### config.mk
export PLATFORM = sky130hd
export DESIGN_NAME = instruction_fetch_unit
export DESIGN_NICKNAME = d
export VERILOG_FILES = /design/src/rtl/instruction_fetch_unit.sv
export SDC_FILE = /design/constraint.sdc
export NUM_CORES = 1
export LEC_CHECK = 0
export CAP_MARGIN = 20
export CORE_MARGIN = 2
export CORE_UTILIZATION = 40
export DETAILED_ROUTE_END_ITERATION = 8
export GPL_TIMING_DRIVEN = 0
export PLACE_DENSITY = 0.75
export SYNTH_ARGS = -nofsm -noshare
export SYNTH_HDL_FRONTEND = slang
export SYNTH_SLANG_ARGS = --single-unit
### constraint.sdc
create_clock -name i_clk -period 3.8 [get_ports i_clk]
set_clock_uncertainty 0.1 [all_clocks]
set_input_delay 0.76 -clock i_clk [delete_from_list [all_inputs] [get_ports i_clk]]
set_output_delay 0.76 -clock i_clk [all_outputs]
set_load 0.03 [all_outputs]
### src/rtl/instruction_fetch_unit.sv
// Fetch stage: holds the PC, fetches one word per instruction over req/ack
// and presents the decoded fields until execute retires the instruction.
module instruction_fetch_unit #(
  parameter logic [31:0] RESET_PC = 32'h0000_0000,
  parameter int          TIMEOUT  = 16
) (
  input  logic        i_clk,
  input  logic        i_rst,
  output logic        o_imem_req,
  output logic [31:0] o_imem_addr,
  input  logic        i_imem_ack,
  input  logic [31:0] i_imem_rdata,
  output logic        o_instr_valid,
  output logic [31:0] o_instr,
  output logic [3:0]  o_cond,
  output logic [1:0]  o_op,
  output logic [5:0]  o_funct,
  output logic [3:0]  o_rn,
  output logic [3:0]  o_rd,
  output logic [31:0] o_pc_plus8,
  input  logic        i_exec_done,
  input  logic        i_pc_src,
  input  logic [31:0] i_pc_target,
  output logic        o_fetch_err,
  output logic [1:0]  o_err_code
);

  typedef enum logic [1:0] {
    S_IDLE,
    S_REQ,
    S_ISSUE,
    S_ERR
  } state_t;

  state_t      r_state;
  state_t      w_next;
  logic [31:0] r_pc;
  logic [31:0] r_instr;
  logic [7:0]  r_cnt;
  logic [1:0]  r_err_code;
  logic        w_timeout;
  logic        w_bad_tgt;

  assign w_timeout = (r_cnt == 8'(TIMEOUT - 1));
  assign w_bad_tgt = (i_pc_target[1:0] != 2'b00);

  always_comb begin
    w_next = r_state;
    unique case (r_state)
      S_IDLE:  w_next = S_REQ;
      S_REQ: begin
        if (i_imem_ack)     w_next = S_ISSUE;
        else if (w_timeout) w_next = S_ERR;
      end
      S_ISSUE: begin
        if (i_exec_done) begin
          if (i_pc_src && w_bad_tgt) w_next = S_ERR;
          else                       w_next = S_REQ;
        end
      end
      S_ERR:   w_next = S_ERR;
      default: w_next = S_IDLE;
    endcase
  end

  always_ff @(posedge i_clk or posedge i_rst) begin
    if (i_rst) r_state <= S_IDLE;
    else       r_state <= w_next;
  end

  // Counter is cleared on every path into REQ.
  always_ff @(posedge i_clk or posedge i_rst) begin
    if (i_rst) begin
      r_pc       <= RESET_PC;
      r_instr    <= 32'h0;
      r_cnt      <= 8'h0;
      r_err_code <= 2'b00;
    end else begin
      unique case (r_state)
        S_IDLE: r_cnt <= 8'h0;
        S_REQ: begin
          if (i_imem_ack)     r_instr    <= i_imem_rdata;
          else if (w_timeout) r_err_code <= 2'b01;
          else                r_cnt      <= r_cnt + 8'h1;
        end
        S_ISSUE: begin
          if (i_exec_done) begin
            if (!i_pc_src) begin
              r_pc  <= r_pc + 32'd4;
              r_cnt <= 8'h0;
            end else if (!w_bad_tgt) begin
              r_pc  <= i_pc_target;
              r_cnt <= 8'h0;
            end else begin
              r_err_code <= 2'b10;
            end
          end
        end
        default: ;
      endcase
    end
  end

  assign o_imem_req    = (r_state == S_REQ);
  assign o_imem_addr   = r_pc;
  assign o_instr_valid = (r_state == S_ISSUE);
  assign o_fetch_err   = (r_state == S_ERR);
  assign o_err_code    = r_err_code;
  assign o_instr       = r_instr;
  assign o_cond        = r_instr[31:28];
  assign o_op          = r_instr[27:26];
  assign o_funct       = r_instr[25:20];
  assign o_rn          = r_instr[19:16];
  assign o_rd          = r_instr[15:12];
  assign o_pc_plus8    = r_pc + 32'd8;

endmodule

==> results.cfg <==
[critical_path]
critical_path_class = flop to output pin
crit_chain = buf_2 -> nand3_4 -> buf_2 -> nor4_2 -> nand2_1 -> xnor2_1 -> clkdlybuf4s50_1
critPathCaptureType = output pin
worst_path_most_repeated_cell = buf_2
crit_arrival_ps = 2800
rrSetupSlack_ps = 1380
crit_required_ps = 2940
worstPathMaxFanout = 10
setup.worst_path.start_class = flop
cp_slowest_cell = clkdlybuf4s50_1
slowest_delay_ps = 700
path_buf_inv = 3
critPathTopFamily = buffers and inverters

[clocking]
htree_levels = 3
cts_buffer_depth = 2
path_clk_slew_ps = 60
tritoncts = done
root_buffer = clkbuf_16
clock_latency_ps = 340
cts_buffers = 9
cts_sinks = 76

[grt]
overflow = 0
grt_use_total = 0.249
grt_max_degree = 66
grt_pass1_wl_mm = 25.3
antenna_found_initial = 0
grt_pass1_vias = 4749

[sta]
finalSetupViolCount = 0
worstMarginPinSlew_ps = 691
rsz0062_at_grt = no
clock.fmax_mhz = 273
fin_ws_ps = 139
fin_crit_sh = 0.963
drv_slew = 0
hold_viol_final = 0
relSlewSlack = 0.539
post-route-min-period_ps = 3660

[yosys]
async_flop_share = 1.00
synth_top_area_cell = dfrtp_1
synth_cell_types = 63
synth_flop_cell = dfrtp_1
synth.area.top_cells = dfrtp_1 (40%), mux2_2 (7.6%), buf_4 (3.6%)
synth_area_um2 = 4770
yosysMostFrequentCell = dfrtp_1
yosys.area.top_type_share = 0.399
synth_nets = 575
ys_seq_elements = 76
syn_inst = 503
synth_common_cells = dfrtp_1 (76), nand2_1 (41), o21ai_0 (34)
yosys_warnings = 0
synth.yosys.seq_area_share = 0.399
syn_avg_cell_area_um2 = 9.48
synth_edf_count = 0

[routing]
drc = 13
via_per_inst = 5.83
first_pass_iters = 7
vias = 4987
drt-total-wl_mm = 16.3
drt_iter0_markers = 435
ant_nets = 0
wl_per_cell_um = 19.0

[floorplanning]
ios = 190
die_h_um = 113
rows = 39
floorplan.die.width_um = 113
core_um2 = 11500
start_util = 0.414
dieArea_um2 = 12800

[layout]
fin_area_um2 = 7280
num-nets-final = 779
n_antenna_cell = 0
drive_above_1_share = 0.173
syn2layout_area_growth_pct = 52.8

[pwr]
power.density_nw_per_um2 = 647
ir_worst_vdd_v = 0.000307
p_leak_nw = 2.97

[run_status]
status = finished with violations
violations = design-rule violations

[place]
pre_cts_ws_ps = 247
dpl.hpwl_mm = 12.1
placed_area_um2 = 6870
gp_congestion = 0.952
portBuffers = 189

[job]
maxCapViolCount = 0

[min_path]
hold_class = flop to flop
-- final timing paths --
| path | from | endpoint | cells past startpoint |
|---|---|---|---|
| min reg2reg | o_instr[3]$_DFFE_PP0P_ | o_instr[3]$_DFFE_PP0P_ | 1 |
| max reg2reg | o_imem_addr[2]$_DFFE_PP0P_ | o_imem_addr[20]$_DFFE_PP0P_ | 6 |
| min in group asynchronous | i_rst | o_instr[17]$_DFFE_PP0P_ | 2 |
| min | o_instr[3]$_DFFE_PP0P_ | o_instr[3]$_DFFE_PP0P_ | 1 |
| max | o_imem_addr[5]$_DFFE_PP0P_ | o_pc_plus8[31] | 7 |
| max in group asynchronous | i_rst | o_imem_addr[12]$_DFFE_PP0P_ | 3 |
-- kinds of logic (layout without fill, tap and decap cells) --
| family | Yosys count | in the layout | share of synthesized area |
|---|---|---|---|
| simple gates | 189 | 189 | 0.236 |
| compound gates | 95 | 95 | 0.132 |
| flops | 76 | 76 | 0.399 |
| buf+inv | 74 | 283 | 0.0869 |
| xor+xnor | 33 | 33 | 0.0606 |
| mux | 33 | 33 | 0.0777 |
| fa+ha+maj | 3 | 3 | 0.00787 |
-- sequential cells by signal (all words and copies together), names as in the netlist --
signal	count
o_imem_addr	32
o_instr	32
r_cnt	8
o_err_code	2
r_state	2
-- metal layers --
metal	track usage	routed length, um	vias up
met5	0	0	-
met4	0.0878	416	0
met2	0.414	8030	306
met3	0.0514	1470	35
li1	-	-	2229
met1	0.322	6370	2417
-- cells in the final DEF (no fill, tap or decap), types with 5 or more instances in the layout --
cell type	n
or4_1	6
nor3_1	17
buf_4	25
inv_1	10
clkdlybuf4s50_1	188
xnor2_1	18
nor4_1	11
buf_2	20
a21oi_1	14
o21ai_0	34
xor2_1	15
clkbuf_16	9
and4_1	8
nand2_1	41
dfrtp_1	76
clkbuf_1	14
nor2_1	24
and2_1	5
mux2_2	32
nand4_1	18
and3_1	8
nand3_1	18
o211ai_1	5
-- through the flow --
step / utilization / TNS (ps) / power [mW] / std cells / hold slack (ps)
detailed placement: 0.596 / 0 / 3.79 / 836 / 395
CTS: 0.626 / 0 / 4.73 / 852 / 408
finish: 0.632 / 0 / 4.71 / 855 / 406
floorplan: - / 0 / 2.71 / 503 / 378
global route: 0.632 / 0 / 4.89 / 855 / 418
global placement: 0.594 / -31080 / 3.73 / 835 / 388
-- final cells by class --
class                           instances  area [um2]
Buffer                                 63         373
Sequential cell                        76        1900
Inverter                               11        43.8
Multi-Input combinational cell        353        2500
Clock inverter                          7        98.8
Tap cell                              143         179
Clock buffer                            9         225
Fill cell                             937        4230
Timing Repair Buffer                  193        1960
-- where the power goes --
| group | total (mW) | switching, mW | internal (mW) |
|---|---|---|---|
| clock | 0.938 | 0.359 | 0.578 |
| combinational | 2.48 | 1.34 | 1.13 |
| sequential | 1.30 | 0.238 | 1.06 |
| total | 4.71 | 1.94 | 2.77 |
-- worst reg2reg max path: cells and delay by family (launching register included) --
family / cells / cell delay (ps)
buf+inv: 1 / 210
fa+ha+maj: 1 / 270
compound gates: 1 / 410
simple gates: 3 / 750
flops: 1 / 570
-- timing repair --
item                       4_1_cts  5_1_grt
resized for setup                3        7
setup endpoints to repair        6        9
pin swaps                        0        2
hold endpoints to repair         0        0
buffers inserted                 0        3
hold buffers                     0        0
Note: power is estimated with default switching activity, not from simulation.
==> RTL edit 1 (same settings) <==
Encoding of `state_t`: now one-hot (4 bits for 4 states).
--- a/src/rtl/instruction_fetch_unit.sv
+++ b/src/rtl/instruction_fetch_unit.sv
@@ -27,7 +27,7 @@
 
-  typedef enum logic [1:0] {
-    S_IDLE,
-    S_REQ,
-    S_ISSUE,
-    S_ERR
+  typedef enum logic [3:0] {
+    S_IDLE  = 4'b0001,
+    S_REQ   = 4'b0010,
+    S_ISSUE = 4'b0100,
+    S_ERR   = 4'b1000
   } state_t;
Formal check against the unedited RTL: no difference found for any inputs over 4 cycles, from zero or initial values and one cycle with i_rst high; so few cycles prove little.
==> RTL edit 1 against the original RTL <==
Core utilization shrank 0.61 points. Routed wire length shrank 5.9%. Worst setup slack lost 27 ps. Clock power shrank 2%. Die area shrank 0.63%. Total power grew 18%. Final cell count shrank 0.94%. Area after synthesis shrank 0.66%. Design area shrank 1.4%. Sequential cell count grew 2. Synthesized cell count shrank 0.99%. Critical endpoint is now o_pc_plus8[27].
==> RTL edit 1: results (changes against the original RTL) <==
weighted congestion at the end of routability-driven global placement 0.9322 (-2.1%); hold path endpoint o_err_code[0]; Peak VDD IR 0.0005969 V (+94%); count of synthesis-stage warnings from yosys 0 (unchanged); Skew-Pair Late Insertion Delay 340 ps (about the same); dominant cells by area after synthesis sky130_fd_sc_hd__dfrtp_1 41%, sky130_fd_sc_hd__mux2_2 7.6%, sky130_fd_sc_hd__buf_4 4.0%; type of the most critical hold path flip-flop to flip-flop; fillers 961 (+2.6%); share of post-route cells with drive strength above 1 15.34% (-1.9 points); count of port buffers added during placement 188 (-0.53%); Pint 3.165 mW (+14%); hold path startpoint o_err_code[0]; antenna cells 0 (unchanged); overall routing resource usage 23.88% (-1.0 points); register-to-register setup slack 1300 ps (-80 ps); P_leak 2.976 nW (+0.25%); nets 772 (-0.90%); number of nets in the synthesized netlist 571 (-0.70%); Worst R2R Path Depth 7 (+1); portion of the post-synthesis area used by sequential elements 41.24% (+1.3 points); biggest fanout along the worst timing path 8 (-2); number of standard cells after synthesis 498 (-0.99%); result of the run finished, final reports clean; most frequent cells after synthesis 77 x sky130_fd_sc_hd__dfrtp_1, 43 x sky130_fd_sc_hd__nand2_1, 39 x sky130_fd_sc_hd__nor2_1; startpoint of the worst-slack reg-to-reg timing path o_imem_addr[3]; vias per inst 5.608 (-3.9%); post-route non-filler standard cell count 847 (-0.94%); Cell Count Post-Placement 830 (-0.72%); number of antenna violations at the first check in global routing 0 (unchanged); routed wire length per instance 18.09 um (-5.0%); destination of the worst register-to-register timing path o_imem_addr[24]; number of library cell types mapped by synthesis 69 (+9.5%); transition time of the tightest slew-check pin 770.5 ps (+79.53 ps); HPWL after detailed placement 11580 um (-4.0%); violation count after the first detailed-route iteration 316 (-27%); cell count of the worst hold path 2 (+1); root buffer selected by CTS sky130_fd_sc_hd__clkbuf_16; Placement Cell Area 0.006827 mm^2 (-0.60%); clock tree buffer depth 2 (unchanged); global-route wire length before repair 24390 um (-3.5%); largest net degree at the start of global routing 45 (-32%); Detailed Routing Iterations Pass 1 5 (-2)
[RTL edit 1: worst max-delay path, stage by stage, from the launching register on]
cell	delay, ps
sky130_fd_sc_hd__dfrtp_1	510
sky130_fd_sc_hd__and4_1	380
sky130_fd_sc_hd__nand4_1	310
sky130_fd_sc_hd__nor4_2	390
sky130_fd_sc_hd__xor2_1	200
sky130_fd_sc_hd__clkdlybuf4s50_1	700
[RTL edit 1: final cells by class]
class	instances	area, um^2	area share [%]
plain buffers	51	376.6	5.245
clock buffers	12	236.5	3.293
multi-input cells	352	2374	33.05
well taps	143	178.9	2.492
inverters	16	62.56	0.8712
flip-flops and latches	78	1954	27.22
clock inverters	4	72.57	1.011
repair buffers	191	1926	26.82
[RTL edit 1: kinds of logic (layout without fill, tap and decap cells)]
family,Yosys count,count (layout),share of synthesized area [%]
xor+xnor,29,29,5.363
flops,78,78,41.24
fa+ha+maj,4,4,1.057
compound gates,103,103,14.08
buf+inv,68,274,9.300
mux,35,35,8.243
simple gates,181,181,20.71
[RTL edit 1: worst max-delay path by stage]
stage                     cells after the start             from              end  slack (ps)
after floorplan                               5   o_imem_addr[4]   o_pc_plus8[29]         600
final                                         5  o_imem_addr[16]   o_pc_plus8[27]         110
after global routing                          8   o_imem_addr[5]   o_pc_plus8[26]          10
after detailed placement                      6  o_imem_addr[10]   o_pc_plus8[26]          70
after CTS                                     6   o_imem_addr[4]   o_pc_plus8[17]          30
after global placement                        2            i_rst  o_imem_addr[12]        -420
[RTL edit 1: power groups by stage]
| stage | clock network, mW | logic [mW] | registers [mW] |
|---|---|---|---|
| after detailed placement | 0 | 3.18 | 1.47 |
| after CTS | 0.929 | 3.19 | 1.46 |
| after floorplan | 0 | 1.37 | 1.96 |
| after global placement | 0 | 3.14 | 1.45 |
| final | 0.919 | 3.16 | 1.47 |
| after global routing | 0.965 | 3.31 | 1.52 |
[RTL edit 1: repair_timing]
item,in CTS,in global routing
pin swaps,0,1
gates resized for setup,3,5
setup buffers,0,2
setup endpoints to repair,10,8
hold endpoints to repair,0,0
[RTL edit 1: metal layers]
layer	GRT usage, %	routed length [um]
met2	39.32	7575
met4	10.41	430
met5	0	0
met3	5.088	1182
met1	30.41	6136
[RTL edit 1: metrics by stage]
| step | hold WS [ps] | TNS, ps | setup slack, ps |
|---|---|---|---|
| final | 399.5 | 0 | 111.4 |
| after global routing | 414.5 | 0 | 12.36 |
| after CTS | 395.3 | 0 | 32.39 |
| after detailed placement | 390.9 | 0 | 71.38 |
| after global placement | 367.5 | -32350 | -424.6 |
| after floorplan | 342.0 | 0 | 603.5 |
==> RTL edit 2 (same settings) <==
Made on the original files. `TIMEOUT`: 16 -> 12.
--- a/src/rtl/instruction_fetch_unit.sv
+++ b/src/rtl/instruction_fetch_unit.sv
@@ -4,3 +4,3 @@
   parameter logic [31:0] RESET_PC = 32'h0000_0000,
-  parameter int          TIMEOUT  = 16
+  parameter int          TIMEOUT  = 12
 ) (
Behaviour: no difference found for any inputs over 10 cycles, from zero or initial values and one cycle with i_rst high; that may be too few to reach the edited logic, so the function may still have changed.
==> RTL edit 2 against the original RTL <==
Register-to-register slack worse by 310 ps. Highest routed layer unchanged. Area after synthesis down 6.7%. Via count decreased by 8.7%. Worst setup slack worse by 1.1 ps. Design area shrank 5.9%. Global-route usage grew 1.1 points. Sequential share of layout area rose by 1.6 points. Sequential cell count unchanged. Non-clock buffer count is 8 lower. Routed wire length shrank 5.7%. Final cell count is 3.0% lower.
Power is not compared: it rests on default switching activity, and its combinational part moved more than twofold at a synthesized area within 25%.
==> RTL edit 2: results (changes against the original RTL) <==
hold path startpoint o_instr[2]; overall routing resource usage 25.97% (+1.1 points); via count of the first global-routing pass 4424 (-6.8%); fillers 973 (+3.8%); number of nets in the synthesized netlist 551 (-4.2%); portion of the post-synthesis area used by sequential elements 42.76% (+2.9 points); violation count after the first detailed-route iteration 294 (-32%); clock edge transition at the registers on the reported setup and hold paths 80 ps (+20 ps); number of library cell types mapped by synthesis 56 (-11%); Worst Setup SP o_imem_addr[12]; HPWL after detailed placement 11590 um (-4.0%); most frequent cells after synthesis 76 x sky130_fd_sc_hd__dfrtp_1, 35 x sky130_fd_sc_hd__nor2_1, 34 x sky130_fd_sc_hd__nand2_1; count of port buffers added during placement 188 (-0.53%); root buffer selected by CTS sky130_fd_sc_hd__clkbuf_8; mean area per synthesized cell 9.286 um^2 (-2.0%); post-synthesis adder-cell area fraction 0.8439% (+0.056 points); nets 756 (-3.0%); share of post-route cells with drive strength above 1 15.24% (-2.0 points); post-placement setup slack -142.9 ps (-389.6 ps); result of the run finished, final reports clean; Cell Count Post-Placement 808 (-3.3%); weighted congestion at the end of routability-driven global placement 0.9768 (+2.6%); transition time of the tightest slew-check pin 793.3 ps (+102.3 ps); biggest fanout along the worst timing path 8 (-2); dominant cells by area after synthesis sky130_fd_sc_hd__dfrtp_1 43%, sky130_fd_sc_hd__mux2_2 8.1%, sky130_fd_sc_hd__buf_4 4.1%; complex-gate fraction of the synthesized area 12.80% (-0.43 points); Placement Cell Area 0.006535 mm^2 (-4.8%); global-route wire length before repair 23630 um (-6.5%)
-- RTL edit 2: cell count changes in the layout (fill, tap and decap cells not counted), sizes merged, moves of 6 or more --
| cell | delta |
|---|---|
| nand4 | -6 |
| dlymetal6s2s | +8 |
| buf | -11 |
| nor4 | -7 |
| clkbuf | +7 |
| nand2 | -6 |
| clkdlybuf4s50 | -13 |
| nor2 | +10 |
-- RTL edit 2: what timing repair did --
item | in CTS | in global routing
gates cloned | 0 | 0
gates resized for setup | 11 | 15
setup endpoints to repair | 15 | 12
hold endpoints to repair | 0 | 0
setup buffers | 5 | 0
pin swaps | 2 | 0
-- RTL edit 2: worst max-delay path: stages (launching register included) --
cell                              delay (ps)
sky130_fd_sc_hd__dfrtp_1                 510
sky130_fd_sc_hd__nand2_1                 310
sky130_fd_sc_hd__nor4_2                  380
sky130_fd_sc_hd__nand3_1                 170
sky130_fd_sc_hd__nor2_1                  190
sky130_fd_sc_hd__xnor2_1                 170
sky130_fd_sc_hd__clkdlybuf4s50_1         710
-- RTL edit 2: path summary, 6_finish.rpt --
path	endpoint	slack, ps	cells after the start
worst max-delay path	o_pc_plus8[18]	140	6
worst min-delay path	o_instr[2]	410	1
worst max register to register	o_imem_addr[18]	1070	7
worst min register to register	o_instr[2]	410	1
max in group asynchronous	o_imem_addr[16]	2360	3
min in group asynchronous	o_instr[2]	620	2
-- RTL edit 2: logic make-up (layout without fill, tap and decap cells) --
group / count (synthesis) / in the layout
compound gates: 90 / 90
buf+inv: 66 / 276
mux: 33 / 33
xor+xnor: 32 / 32
simple gates: 179 / 179
fa+ha+maj: 3 / 3
flops: 76 / 76
-- RTL edit 2: final cells by class --
cell class | count | area share (%)
buffer | 54 | 4.417
clock buffer | 11 | 2.208
clock inverter | 5 | 0.8578
inverter | 12 | 0.6936
multi-input combinational | 337 | 32.91
sequential | 76 | 27.76
tap | 140 | 2.555
timing repair buffer | 194 | 28.60
-- RTL edit 2: report_power, final --
| group | internal, mW | total, mW | switching (mW) |
|---|---|---|---|
| Sequential | 0.808 | 0.809 | 0.000214 |
| Clock | 0.341 | 0.659 | 0.318 |
| Combinational | 0.0742 | 0.131 | 0.0573 |
-- RTL edit 2: per-layer routing --
metal	vias to the layer above	track usage, %	wire, um
li1	2104	-	-
met4	0	10.67	371
met3	28	3.379	1001
met1	2213	35.79	6467
met5	-	0	0
met2	207	41.23	7511
